--- config.mk ---
export PLATFORM = sky130hd
export DESIGN_NAME = mc_dispatch_flat
export DESIGN_NICKNAME = d
export VERILOG_FILES = /design/src/rtl/mc_dispatch_if.sv /design/src/rtl/mc_dispatch.sv /design/src/flat_wrapper.sv
export SDC_FILE = /design/constraint.sdc
export NUM_CORES = 1
export LEC_CHECK = 0
export ABC_CLOCK_PERIOD_IN_PS = 3180
export BUFFER_PORTS_ARGS = -buffer_cell sky130_fd_sc_hd__buf_4
export CORE_ASPECT_RATIO = 1.4
export CORE_MARGIN = 10
export CORE_UTILIZATION = 50
export DETAILED_ROUTE_END_ITERATION = 6
export PLACE_DENSITY = 0.91
export SLEW_MARGIN = 40
export SYNTH_ARGS = -nofsm -noshare
export SYNTH_HDL_FRONTEND = slang
export SYNTH_SLANG_ARGS = --single-unit
--- constraint.sdc ---
create_clock -name clk -period 3.18 [get_ports clk]
set_input_delay 0.318 -clock clk [delete_from_list [all_inputs] [get_ports clk]]
set_output_delay 0.318 -clock clk [all_outputs]
set_load 0.005 [all_outputs]
--- src/rtl/mc_dispatch_if.sv ---
// Handshake bundle between the frame dispatcher, the Julia worker and the frame-buffer write port.
interface mc_dispatch_if #(
  parameter int WIDTH = 22
);
  logic                    frame_start;
  logic signed [WIDTH-1:0] c_real_in;
  logic signed [WIDTH-1:0] c_imag_in;
  logic signed [WIDTH-1:0] c_real_out;
  logic signed [WIDTH-1:0] c_imag_out;
  logic [9:0]              x;
  logic [9:0]              y;
  logic                    JW_start;
  logic                    MC_busy;
  logic                    JW_ready;
  logic                    JW_done;
  logic [7:0]              pixel;
  logic                    mem_write;
  logic [31:0]             mem_addr;
  logic [7:0]              mem_wdata;
  logic                    mem_wait;
  logic                    frame_busy;
  logic                    frame_done;

  modport master (
    input  frame_start, c_real_in, c_imag_in, JW_ready, JW_done, pixel, mem_wait,
    output c_real_out, c_imag_out, x, y, JW_start, MC_busy,
           mem_write, mem_addr, mem_wdata, frame_busy, frame_done
  );

  modport slave (
    output frame_start, c_real_in, c_imag_in, JW_ready, JW_done, pixel, mem_wait,
    input  c_real_out, c_imag_out, x, y, JW_start, MC_busy,
           mem_write, mem_addr, mem_wdata, frame_busy, frame_done
  );
endinterface

--- src/rtl/mc_dispatch.sv ---
// Frame controller: walks every pixel row-major, hands each coordinate to the Julia worker
// and writes the returned byte into the frame buffer at OFFSET + y*H_RES + x.
module mc_dispatch #(
  parameter int          H_RES  = 640,
  parameter int          V_RES  = 480,
  parameter int          WIDTH  = 22,
  parameter logic [31:0] OFFSET = 32'h08000000
) (
  input  logic         clk,
  input  logic         n_rst,
  mc_dispatch_if.master bus
);

  typedef enum logic [2:0] {
    S_IDLE, S_ISSUE, S_WAIT, S_WRITE, S_ADVANCE, S_DONE
  } state_t;

  localparam logic [9:0] X_LAST = 10'(H_RES - 1);
  localparam logic [9:0] Y_LAST = 10'(V_RES - 1);

  state_t                  r_state;
  logic [9:0]              r_x;
  logic [9:0]              r_y;
  logic signed [WIDTH-1:0] r_c_real;
  logic signed [WIDTH-1:0] r_c_imag;
  logic                    r_jw_start;
  logic                    r_mc_busy;
  logic                    r_mem_write;
  logic [31:0]             r_mem_addr;
  logic [7:0]              r_mem_wdata;
  logic                    r_frame_busy;
  logic                    r_frame_done;
  logic [31:0]             w_addr;

  // Full 32-bit arithmetic so large frames never wrap the row product.
  assign w_addr = OFFSET + (32'(r_y) * 32'(H_RES)) + 32'(r_x);

  always_ff @(posedge clk) begin
    if (n_rst) begin
      r_state      <= S_IDLE;
      r_x          <= '0;
      r_y          <= '0;
      r_c_real     <= '0;
      r_c_imag     <= '0;
      r_jw_start   <= 1'b0;
      r_mc_busy    <= 1'b0;
      r_mem_write  <= 1'b0;
      r_mem_addr   <= '0;
      r_mem_wdata  <= '0;
      r_frame_busy <= 1'b0;
      r_frame_done <= 1'b0;
    end else begin
      case (r_state)
        S_IDLE: begin
          if (bus.frame_start) begin
            r_c_real     <= bus.c_real_in;
            r_c_imag     <= bus.c_imag_in;
            r_x          <= '0;
            r_y          <= '0;
            r_frame_busy <= 1'b1;
            r_state      <= S_ISSUE;
          end
        end
        S_ISSUE: begin
          if (bus.JW_ready) begin
            r_jw_start <= 1'b1;
            r_state    <= S_WAIT;
          end
        end
        S_WAIT: begin
          r_jw_start <= 1'b0;
          if (bus.JW_done) begin
            r_mem_wdata <= bus.pixel;
            r_mem_addr  <= w_addr;
            r_mem_write <= 1'b1;
            r_mc_busy   <= 1'b1;
            r_state     <= S_WRITE;
          end
        end
        S_WRITE: begin
          // The write retires on the first edge that sees the memory not stalling.
          if (!bus.mem_wait) begin
            r_mem_write <= 1'b0;
            r_mc_busy   <= 1'b0;
            r_state     <= S_ADVANCE;
          end
        end
        S_ADVANCE: begin
          if (r_x < X_LAST) begin
            r_x     <= r_x + 10'd1;
            r_state <= S_ISSUE;
          end else begin
            r_x <= '0;
            if (r_y < Y_LAST) begin
              r_y     <= r_y + 10'd1;
              r_state <= S_ISSUE;
            end else begin
              r_frame_done <= 1'b1;
              r_state      <= S_DONE;
            end
          end
        end
        S_DONE: begin
          r_frame_done <= 1'b0;
          r_frame_busy <= 1'b0;
          r_state      <= S_IDLE;
        end
        default: r_state <= S_IDLE;
      endcase
    end
  end

  assign bus.c_real_out = r_c_real;
  assign bus.c_imag_out = r_c_imag;
  assign bus.x          = r_x;
  assign bus.y          = r_y;
  assign bus.JW_start   = r_jw_start;
  assign bus.MC_busy    = r_mc_busy;
  assign bus.mem_write  = r_mem_write;
  assign bus.mem_addr   = r_mem_addr;
  assign bus.mem_wdata  = r_mem_wdata;
  assign bus.frame_busy = r_frame_busy;
  assign bus.frame_done = r_frame_done;

endmodule

--- src/flat_wrapper.sv ---
// flat-port wrapper written by rule: the top's interface ports become plain ports
module mc_dispatch_flat 
#(
  parameter int          H_RES  = 640,
  parameter int          V_RES  = 480,
  parameter int          WIDTH  = 22,
  parameter logic [31:0] OFFSET = 32'h08000000
)
  (clk, n_rst, bus_frame_start, bus_c_real_in, bus_c_imag_in, bus_JW_ready, bus_JW_done, bus_pixel, bus_mem_wait, bus_c_real_out, bus_c_imag_out, bus_x, bus_y, bus_JW_start, bus_MC_busy, bus_mem_write, bus_mem_addr, bus_mem_wdata, bus_frame_busy, bus_frame_done);
  mc_dispatch_if #(.WIDTH(WIDTH)) bus_i ();
  input  logic clk;
  input  logic n_rst;
  input wire logic [$bits(bus_i.frame_start)-1:0] bus_frame_start;
  input wire logic [$bits(bus_i.c_real_in)-1:0] bus_c_real_in;
  input wire logic [$bits(bus_i.c_imag_in)-1:0] bus_c_imag_in;
  input wire logic [$bits(bus_i.JW_ready)-1:0] bus_JW_ready;
  input wire logic [$bits(bus_i.JW_done)-1:0] bus_JW_done;
  input wire logic [$bits(bus_i.pixel)-1:0] bus_pixel;
  input wire logic [$bits(bus_i.mem_wait)-1:0] bus_mem_wait;
  output wire logic [$bits(bus_i.c_real_out)-1:0] bus_c_real_out;
  output wire logic [$bits(bus_i.c_imag_out)-1:0] bus_c_imag_out;
  output wire logic [$bits(bus_i.x)-1:0] bus_x;
  output wire logic [$bits(bus_i.y)-1:0] bus_y;
  output wire logic [$bits(bus_i.JW_start)-1:0] bus_JW_start;
  output wire logic [$bits(bus_i.MC_busy)-1:0] bus_MC_busy;
  output wire logic [$bits(bus_i.mem_write)-1:0] bus_mem_write;
  output wire logic [$bits(bus_i.mem_addr)-1:0] bus_mem_addr;
  output wire logic [$bits(bus_i.mem_wdata)-1:0] bus_mem_wdata;
  output wire logic [$bits(bus_i.frame_busy)-1:0] bus_frame_busy;
  output wire logic [$bits(bus_i.frame_done)-1:0] bus_frame_done;
  assign bus_i.frame_start = bus_frame_start;
  assign bus_i.c_real_in = bus_c_real_in;
  assign bus_i.c_imag_in = bus_c_imag_in;
  assign bus_i.JW_ready = bus_JW_ready;
  assign bus_i.JW_done = bus_JW_done;
  assign bus_i.pixel = bus_pixel;
  assign bus_i.mem_wait = bus_mem_wait;
  assign bus_c_real_out = bus_i.c_real_out;
  assign bus_c_imag_out = bus_i.c_imag_out;
  assign bus_x = bus_i.x;
  assign bus_y = bus_i.y;
  assign bus_JW_start = bus_i.JW_start;
  assign bus_MC_busy = bus_i.MC_busy;
  assign bus_mem_write = bus_i.mem_write;
  assign bus_mem_addr = bus_i.mem_addr;
  assign bus_mem_wdata = bus_i.mem_wdata;
  assign bus_frame_busy = bus_i.frame_busy;
  assign bus_frame_done = bus_i.frame_done;
  mc_dispatch #(.H_RES(H_RES), .V_RES(V_RES), .WIDTH(WIDTH), .OFFSET(OFFSET)) u_core (.clk(clk), .n_rst(n_rst), .bus(bus_i));
endmodule
==> key figures, run 1 <==
Setup path
  • CP endpoint kind: register
  • R2R Setup Slk: 0.20 ns
  • Crit path DAT: 3.23 ns
  • Critical setup path kind: reg -> reg
  • Data required, critical path: 3.43 ns
  • R2r worst-path depth: 9
  • R2R Path End: u_core.bus.mem_addr[18]
  • Crit Path Max Fanout: 7
  • Worst r2r src: u_core.bus.y[1]
  • Crit path launch type: register

Drt
  • Post-DRT Antenna Nets: 0
  • Iter 0 DRT Violations: 233
  • # DRC: 0
  • Via Count: 4522
  • WL per Instance: 15.90 um
  • Via/cell ratio: 5.383
  • Routed WL: 13350 um
  • DRT Pass-1 Iters: 4

Pwr
  • VDD IR-drop max: 0.3383 mV
  • Pleak: 0.002742 uW
  • Power Density: 478.1 nW/um2

Synthesis
  • Top cell type's share of synthesized area: 42.08%
  • Top cells by count, synth: nand2_1 (138), dfxtp_1 (101), a21oi_1 (91), nor2_1 (46), clkbuf_1 (26)
  • YS warnings: 0
  • Ys async rst share: 0%
  • Mapped Cells: 595
  • Post-synth EDFFs: 0
  • Sequential-to-total area share from yosys stat: 42.08%
  • Top_reg_cell synth: dfxtp_1
  • Synthesized area: 4805 um2
  • Largest area contributor in the netlist: dfxtp_1
  • Synth Area per Inst: 8.075 um2
  • Most frequent cell after synthesis: nand2_1
  • Synth cell types: 57
  • Top post-synthesis cells by area: dfxtp_1 (42%), nand2_1 (11%), a21oi_1 (9.5%)
  • #FFs+latches synth: 101

Timing
  • Slew @ Worst Pin: 0.7085 ns
  • Fmax: 335.5 MHz
  • Clock skew: 0.004777 ns
  • Fin. Hold Viols: 0
  • Slew Viols, Final: 0
  • RSZ-0062 raised after global routing: no
  • Setup TNS: 0 ns
  • Crit share post-route: 93.74%
  • Final setup viols: 0
  • Max-slew headroom: 52.76%
  • Final critical-path required period: 2.981 ns
  • Hold slack: 0.2221 ns

Clock tree
  • Post-CTS Repair Setup Buffers: 0
  • Inserted Clock Buffers: 9
  • H-tree Lvls: 3
  • CTS clk-pin slew, worst paths: 0.07 ns
  • Clock root buffer master: clkbuf_16
  • Clk_lat worst skew: 0.34 ns
  • CTS tree: built
  • CTS max path bufs: 2
  • Sink Count: 101

Worst hold path
  • Hold Crit Endpoint: u_core.bus.c_imag_out[3]
  • HP Start: bus_c_imag_in[3]
  • Worst hold path class: in -> reg
  • Worst Hold Depth: 3

GRT
  • First-pass GRT wire length: 21130 um
  • Grt ovf: 0
  • Initial antenna violation count: 0
  • Total GRT Usage: 18.62%
  • Vias in the first global route: 4538
  • Largest net degree at the start of global routing: 69

Status
  • Run status: completed

Floorplan
  • # rows: 42
  • # IOs: 167
  • Die X: 102.8 um
  • Core area: 9407 um2
  • Die Area: 13990 um2
  • Initial Util: 51.08%
  • Chip height: 136.0 um

Final layout
  • Area growth syn-to-layout: 29.69%
  • Final nets: 807
  • Util after Layout: 66.24%
  • # diodes: 0
  • Layout cells sized above 1: 26.85%

Placed design
  • IO buf count: 156
  • Gpl congestion: 0.9015
  • Post-DP HPWL: 10330 um

Run
  • Max Cap Violations: 0
[state kept, by name, indices dropped and copies added, names as in the netlist, 3 cells and up]
| name | count |
|---|---|
| u_core.bus.x | 10 |
| u_core.bus.c_imag_out | 22 |
| u_core.bus.y | 10 |
| u_core.bus.mem_wdata | 8 |
| u_core.bus.mem_addr | 22 |
| u_core.r_state | 3 |
| u_core.bus.c_real_out | 22 |
[layout by cell type, fill, tap and decap left out, drive strengths merged, types with 3 or more instances in the layout]
| master | count |
|---|---|
| a2111oi | 3 |
| a211oi | 11 |
| a21oi | 91 |
| and3 | 7 |
| buf | 161 |
| clkbuf | 10 |
| conb | 10 |
| dfxtp | 101 |
| ha | 21 |
| inv | 8 |
| nand2 | 138 |
| nand2b | 5 |
| nand3 | 8 |
| nand3b | 8 |
| nand4 | 4 |
| nor2 | 49 |
| nor2b | 6 |
| nor3 | 7 |
| o21ai | 18 |
| or2 | 3 |
| or3 | 3 |
| xnor2 | 9 |
| xor2 | 6 |
[cells by family after synthesis]
logic type,share of synthesized area (%)
DFF,42.08
adders and majority gates,6.302
buffers and inverters,6.198
other,0.07805
and+or+nand+nor,23.49
muxes,0.4167
AOI/OAI and AO/OA,18.70
xor gates and xnor gates,2.734
[worst max path at each step]
| stage | from | end | slack, ns | depth (start not counted) |
|---|---|---|---|---|
| after floorplan | u_core.bus.y[3] | u_core.bus.mem_addr[19] | 0.43 | 9 |
| after global placement | u_core.bus.y[3] | u_core.bus.mem_addr[19] | 0.28 | 9 |
| after detailed placement | u_core.bus.y[3] | u_core.bus.mem_addr[19] | 0.20 | 9 |
| after CTS | u_core.bus.y[3] | u_core.bus.mem_addr[19] | 0.17 | 9 |
| after global routing | u_core.bus.y[1] | u_core.bus.mem_addr[19] | 0.05 | 9 |
| final | u_core.bus.y[1] | u_core.bus.mem_addr[18] | 0.20 | 9 |
[where the power goes]
group	switching [uW]	leakage, uW	total (uW)	internal (uW)
Combinational	249	0.00178	472	223
Clock	473	0.000141	1100	629
Sequential	61.3	0.000822	1410	1340
Total	783	0.00274	2980	2200
[routing by layer]
layer	up-vias	share of wire, %	track usage [%]
li1	2263	-	-
met1	2110	36	18.28
met2	135	53	34.73
met3	14	8.9	7.368
met4	0	1.5	5.271
met5	-	0	0
[layout make-up]
cell class	count	area, um2
clock buffers	10	239.0
clock inverters	5	58.81
repair buffers	161	1209
well taps	110	137.6
multi-input cells	446	2537
fillers	733	3176
inverters	7	26.28
flip-flops and latches	101	2023
[critical path, stage by stage, from the launching register on]
cell and delay, ns:
dfxtp_1 0.45, ha_1 0.28, ha_1 0.24, fa_1 0.47
a211oi_2 0.36, o22ai_1 0.14, nor4_1 0.30, o2111ai_1 0.23
xnor2_1 0.17, a211oi_1 0.25
[what timing repair did]
action	CTS	global route
endpoints found under the setup margin	0	2
endpoints found under the hold margin	0	0
hold buffers	0	0
resized for setup	0	2
[stage by stage]
stage | cell area, um2 | cells | total power [uW] | setup slack, ns
2_1_floorplan | 4838 | 604 | 1682 | 0.4330
3_3_place_gp | 5924 | 825 | 1886 | 0.2796
3_5_place_dp | 5924 | 825 | 1909 | 0.1951
4_1_cts | 6222 | 840 | 3001 | 0.1730
5_1_grt | 6231 | 840 | 3115 | 0.04608
6_report | 6231 | 840 | 2979 | 0.1992
(Power assumes the default switching activity.)
==> inputs of run 2 (changes only) <==
--- a/config.mk
+++ b/config.mk
@@ -12,6 +12,7 @@
 export CORE_UTILIZATION = 50
 export DETAILED_ROUTE_END_ITERATION = 6
 export PLACE_DENSITY = 0.91
+export REMOVE_ABC_BUFFERS = 1
 export SLEW_MARGIN = 40
 export SYNTH_ARGS = -nofsm -noshare
 export SYNTH_HDL_FRONTEND = slang
==> run 2 against run 1 <==
Sequential share of layout area up 0.11 points. Sequential power about the same. First-iteration DRC count down 13%. Sequential cell count unchanged. Critical endpoint is now u_core.bus.mem_addr[19]. Global-route usage down 0.24 points. Highest routed layer unchanged. Fmax up 1.7%. Utilization down 0.19 points. Final area down 0.28%.
==> key figures, run 2 (synthesis results as in run 1) <==
Drt
  • DRT Pass-1 Iters: 4 (unchanged)
  • Iter 0 DRT Violations: 203 (-13%)
  • Routed WL: 13470 um (+0.86%)
  • # DRC: 0 (unchanged)
  • Via/cell ratio: 5.454 (+1.3%)
  • Via Count: 4581 (+1.3%)
  • Post-DRT Antenna Nets: 0 (unchanged)
  • WL per Instance: 16.03 um (+0.86%)

Timing
  • Clock skew: 0.009035 ns (+0.004258 ns)
  • Fmax: 341.1 MHz (+1.7%)
  • Hold slack: 0.2209 ns (-0.001225 ns)
  • Slack of the critical path: 0.2485 ns (+0.04933 ns)
  • Slew Viols, Final: 0 (unchanged)
  • RSZ-0062 raised after global routing: no
  • Crit share post-route: 92.19% (-1.6 points)
  • Final setup viols: 0 (unchanged)
  • Slew @ Worst Pin: 0.7186 ns (+0.01011 ns)
  • Final critical-path required period: 2.932 ns (-0.04933 ns)
  • Max-slew headroom: 52.09% (-0.67 points)
  • Fin. Hold Viols: 0 (unchanged)

Setup path
  • Max stage delay on crit path: 0.45 ns (-0.02 ns)
  • Crit path top cell by count: ha_1
  • Worst r2r src: u_core.bus.y[3]
  • Data required, critical path: 3.45 ns (+0.02 ns)
  • Critical Path Slowest Stage Cell: fa_1
  • Critical path cell sequence: ha_1 > ha_1 > fa_1 > xor2_1 > o2111ai_1 > nor3_1 > nand4_1 > o311a_1 > nor3_2
  • Launching element of the worst setup path: u_core.bus.y[3]
  • Crit path launch type: register
  • Critical setup path kind: reg -> reg
  • Crit path DAT: 3.20 ns (-0.03 ns)
  • Crit Path Max Fanout: 9 (+2)
  • CP endpoint kind: register

Status
  • Run status: completed

Pwr
  • Pleak: 0.002734 uW (-0.29%)
  • VDD IR-drop max: 0.2406 mV (-29%)
  • Total power: 2928 uW (-1.7%)
  • Power Density: 471.3 nW/um2 (-1.4%)

Clock tree
  • CTS clk-pin slew, worst paths: 0.07 ns (about the same)
  • Post-CTS Repair Setup Buffers: 0 (unchanged)
  • Clk_lat worst skew: 0.34 ns (about the same)
  • CTS max path bufs: 2 (unchanged)
  • CTS hold repair buffers: 0 (unchanged)
  • Inserted Clock Buffers: 9 (unchanged)
  • Post-CTS sizing: 0 (unchanged)
  • CTS tree: built
  • Sink Count: 101 (unchanged)
  • Clock root buffer master: clkbuf_16
  • H-tree Lvls: 3 (unchanged)

Floorplan
  • # rows: 42 (unchanged)
  • # IOs: 167 (unchanged)
  • Die X: 102.8 um (unchanged)
  • Chip height: 136.0 um (unchanged)
  • Initial Util: 51.08% (unchanged)
  • Die Area: 13990 um2 (unchanged)
  • Core area: 9407 um2 (unchanged)

Final layout
  • Filler cells: 726 (-0.95%)
  • Most frequent cells in the layout: buf_4 (160), nand2_1 (138), dfxtp_1 (99), a21oi_1 (91), nor2_1 (45)
  • Final nets: 806 (-0.12%)
  • # diodes: 0 (unchanged)
  • Commonest non-fill, non-tap cell in the layout: buf_4
  • Area growth syn-to-layout: 29.32%
  • Util after Layout: 66.05% (-0.19 points)
  • Multi-input logic area: 2530 um2 (-0.30%)
  • Layout cells sized above 1: 26.85% (unchanged)
  • Register area: 2024 um2 (about the same)
  • Final Non-Filler Cells: 840 (unchanged)

Placed design
  • Post-DP HPWL: 10270 um (-0.58%)
  • Post-Place Cells: 824 (-0.12%)
  • IO buf count: 156 (unchanged)
  • Worst slack, placed: 0.1429 ns (-0.05215 ns)
  • Gpl congestion: 0.8658 (-4.0%)

GRT
  • Total GRT Usage: 18.38% (-0.24 points)
  • Initial antenna violation count: 0 (unchanged)
  • Grt ovf: 0 (unchanged)
  • Largest net degree at the start of global routing: 73 (+5.8%)
  • First-pass GRT wire length: 21040 um (-0.45%)
  • Vias in the first global route: 4353 (-4.1%)

Run
  • Max Cap Violations: 0 (unchanged)

Worst hold path
  • Worst hold path class: in -> reg
  • HP Start: bus_c_real_in[14]
run 2: power by group:
group	leakage (uW)	total [uW]	switching [uW]	internal, uW
logic	0.00177	470	247	223
clock network	0.000137	1050	504	550
registers	0.000822	1400	60.8	1340
total	0.00273	2930	812	2120
run 2: final timing paths:
| path | to | slack, ns | depth (start not counted) |
|---|---|---|---|
| setup / recovery | u_core.bus.mem_addr[19] | 0.25 | 9 |
| hold / removal | u_core.bus.c_real_out[14] | 0.22 | 3 |
| setup reg to reg | u_core.bus.mem_addr[19] | 0.25 | 9 |
| hold reg to reg | u_core.bus.mem_addr[10] | 0.45 | 2 |
run 2: layout make-up:
class	instances	share of cell area, %
sequential	101	32.58
multi-input combinational	446	40.72
timing repair buffer	160	19.33
inverter	7	0.4229
clock buffer	9	3.625
clock inverter	7	1.108
tap	110	2.215
run 2: worst max-delay path, delay by kind of cell (launching register included):
| kind | cells | cell delay (ns) |
|---|---|---|
| and+or+nand+nor | 3 | 0.62 |
| AOI/OAI and AO/OA | 2 | 0.59 |
| DFF | 1 | 0.42 |
| adders and majority gates | 3 | 0.97 |
| xor gates and xnor gates | 1 | 0.26 |
run 2: routing by layer:
metal / vias up / wire (um) / track usage (%)
met1: 2129 / 5115 / 20.53
met4: 0 / 194 / 5.736
met2: 165 / 6877 / 32.14
met5: - / 0 / 0
met3: 15 / 1280 / 5.843
li1: 2272 / - / -
run 2: metrics by stage:
stage               setup TNS, ns  area (um2)
floorplan                 -0.7622        4567
CTS                             0        6211
global placement                0        5917
finish                          0        6213
global route                    0        6213
detailed placement              0        5917
==> inputs of run 3 (changes only) <==
--- a/config.mk
+++ b/config.mk
@@ -5,13 +5,13 @@
 export SDC_FILE = /design/constraint.sdc
 export NUM_CORES = 1
 export LEC_CHECK = 0
-export ABC_CLOCK_PERIOD_IN_PS = 3180
+export ABC_CLOCK_PERIOD_IN_PS = 2400
 export BUFFER_PORTS_ARGS = -buffer_cell sky130_fd_sc_hd__buf_4
 export CORE_ASPECT_RATIO = 1.4
 export CORE_MARGIN = 10
-export CORE_UTILIZATION = 50
+export CORE_UTILIZATION = 45
 export DETAILED_ROUTE_END_ITERATION = 6
-export PLACE_DENSITY = 0.91
+export PLACE_DENSITY = 0.87
 export REMOVE_ABC_BUFFERS = 1
 export SLEW_MARGIN = 40
 export SYNTH_ARGS = -nofsm -noshare
==> constraint.sdc (replaced) <==
create_clock -name clk -period 2.4 [get_ports clk]
set_input_delay 0.24 -clock clk [delete_from_list [all_inputs] [get_ports clk]]
set_output_delay 0.24 -clock clk [all_outputs]
set_load 0.005 [all_outputs]
==> run 3 against run 2 <==
The flow now finishes with violations (setup timing). Final area is 11% higher. First-iteration DRC count is 70% higher. Cell count is 9.6% higher. Fmax up 12%. Non-clock buffer count increased by 53. Worst setup slack worse by 0.47 ns. Critical endpoint is now u_core.bus.mem_addr[17].
==> key figures, run 3 (synthesis results as in run 1) <==
Final layout
  • Final nets: 859 (+6.6%)
  • Most frequent cells in the layout: buf_4 (209), nand2_1 (136), dfxtp_1 (99), a21oi_1 (89), nor2_1 (44)
  • Util after Layout: 66.33% (+0.28 points)
  • Area growth syn-to-layout: 43.65%
  • Commonest non-fill, non-tap cell in the layout: buf_4
  • # diodes: 0 (unchanged)
  • Layout cells sized above 1: 35.12% (+8.3 points)
  • Final Non-Filler Cells: 921 (+9.6%)

Timing
  • Final critical-path required period: 2.620 ns (-0.3117 ns)
  • Crit share post-route: 109.2% (+17 points)
  • RSZ-0062 raised after global routing: yes
  • Slack of the critical path: -0.2198 ns (-0.4683 ns)
  • Slew Viols, Final: 0 (unchanged)
  • Fmax: 381.7 MHz (+12%)
  • Clock skew: 0.008461 ns (-0.0005745 ns)
  • Setup TNS: -0.9361 ns (-0.9361 ns)
  • Final setup viols: 6 (+6)
  • Hold slack: 0.1353 ns (-0.08560 ns)
  • Fin. Hold Viols: 0 (unchanged)
  • Slew @ Worst Pin: 0.5527 ns (-0.1660 ns)
  • Max-slew headroom: 63.02% (+11 points)

Floorplan
  • Die X: 107.3 um (+4.4%)
  • Core area: 10410 um2 (+11%)
  • Die Area: 15270 um2 (+9.2%)
  • Chip height: 142.3 um (+4.6%)
  • # rows: 44 (+4.8%)
  • # IOs: 167 (unchanged)
  • Initial Util: 46.18% (-4.9 points)

Clock tree
  • CTS tree: built
  • H-tree Lvls: 3 (unchanged)
  • Clock root buffer master: clkbuf_16
  • Clk_lat worst skew: 0.35 ns (about the same)
  • Sink Count: 101 (unchanged)
  • CTS clk-pin slew, worst paths: 0.08 ns (about the same)
  • Inserted Clock Buffers: 9 (unchanged)
  • CTS max path bufs: 2 (unchanged)

Worst hold path
  • Worst hold path class: in -> reg
  • Worst Hold Depth: 3 (unchanged)

Placed design
  • Post-DP HPWL: 10900 um (+6.1%)
  • IO buf count: 156 (unchanged)
  • Post-Place Cells: 897 (+8.9%)
  • Gpl congestion: 0.8865 (+2.4%)

GRT
  • Largest net degree at the start of global routing: 46 (-37%)
  • Grt ovf: 0 (unchanged)
  • Initial antenna violation count: 0 (unchanged)
  • Total GRT Usage: 18.60% (+0.23 points)
  • Vias in the first global route: 4866 (+12%)
  • First-pass GRT wire length: 23470 um (+12%)

Drt
  • Post-DRT Antenna Nets: 0 (unchanged)
  • Routed WL: 15950 um (+18%)
  • DRT Pass-1 Iters: 5 (+1)
  • # DRC: 0 (unchanged)
  • Via Count: 4961 (+8.3%)
  • Via/cell ratio: 5.387 (-1.2%)
  • WL per Instance: 17.32 um (+8.0%)
  • Iter 0 DRT Violations: 346 (+70%)

Setup path
  • R2r worst-path depth: 10 (+1)
  • Data required, critical path: 2.66 ns (-0.79 ns)
  • Critical path cell sequence: ha_4 > ha_4 > fa_2 > xor2_2 > o2111ai_1 > nor3_2 > nand4_1 > buf_4 > xnor2_1 > o31ai_1
  • CP endpoint kind: register
  • Critical setup path kind: reg -> reg
  • Critical Path Slowest Stage Cell: fa_2
  • Crit path DAT: 2.88 ns (-0.32 ns)
  • Crit path launch type: register
  • Crit path top cell by count: ha_4
  • Crit Path Max Fanout: 3 (-6)
  • Max stage delay on crit path: 0.41 ns (-0.04 ns)

Pwr
  • Clock power frac: 36.3% (+0.3 points)
  • Seq pwr share: 46.3% (-1.7 points)
  • Total power: 3975 uW (+36%)
  • Switching part of the total: 28.48% (+0.75 points)
  • Power Density: 576.0 nW/um2 (+22%)
  • VDD IR-drop max: 0.3864 mV (+61%)
  • Sw Pwr: 1132 uW (+39%)
  • Comb power frac: 17.4% (+1.4 points)
  • Pleak: 0.003032 uW (+11%)
  • Pint: 2843 uW (+34%)

Run
  • Max Cap Violations: 0 (unchanged)

Status
  • Failing checks: setup timing
  • Run status: finished, violations left
## run 3: area by class of cell
type	instances	area [um2]
Clock inverter	7	71.32
Multi-Input combinational cell	446	2759
Inverter	7	26.28
Clock buffer	9	225.2
Tap cell	138	172.7
Timing Repair Buffer	213	1623
Fill cell	796	3503
Sequential cell	101	2024
## run 3: repair_timing
action                                  CTS  global route
endpoints found under the hold margin     0             0
pin swaps                                18            23
buffers inserted                          2             7
hold buffers                              0             0
resized for setup                        21            24
endpoints found under the setup margin    8            14
## run 3: through the flow
step	setup WS [ns]	instance area (um2)
CTS	-0.1115	6735
global placement	-0.2857	6302
floorplan	-0.8813	4567
detailed placement	-0.3474	6302
finish	-0.2198	6902
global route	-0.3535	6902
## run 3: path summary, 6_finish.rpt
kind | start | to | slack [ns]
setup / recovery | u_core.bus.y[1] | u_core.bus.mem_addr[17] | -0.22
hold / removal | bus_c_imag_in[12] | u_core.bus.c_imag_out[12] | 0.14
setup reg to reg | u_core.bus.y[1] | u_core.bus.mem_addr[17] | -0.22
hold reg to reg | u_core.bus.mem_wdata[4] | u_core.bus.mem_wdata[4] | 0.45
## run 3: critical path, delay by kind of cell (launching register included)
kind | cells | cell delay, ns
fa+ha+maj | 3 | 0.81
compound gates | 2 | 0.42
flops | 1 | 0.34
xor+xnor | 2 | 0.37
simple gates | 2 | 0.39
buf+inv | 1 | 0.18
## run 3: power groups by stage
stage | Clock (uW) | Sequential, uW | Combinational [uW]
after detailed placement | 0 | 1880 | 673
final | 1440 | 1840 | 692
after floorplan | 0 | 1900 | 275
after global routing | 1560 | 1850 | 767
after CTS | 1490 | 1840 | 681
after global placement | 0 | 1870 | 647
## run 3: layer usage
layer	track usage, %	routed length [um]
met1	19.21	5590
met2	33.30	8501
met3	5.712	1256
met4	8.815	602
met5	0	0
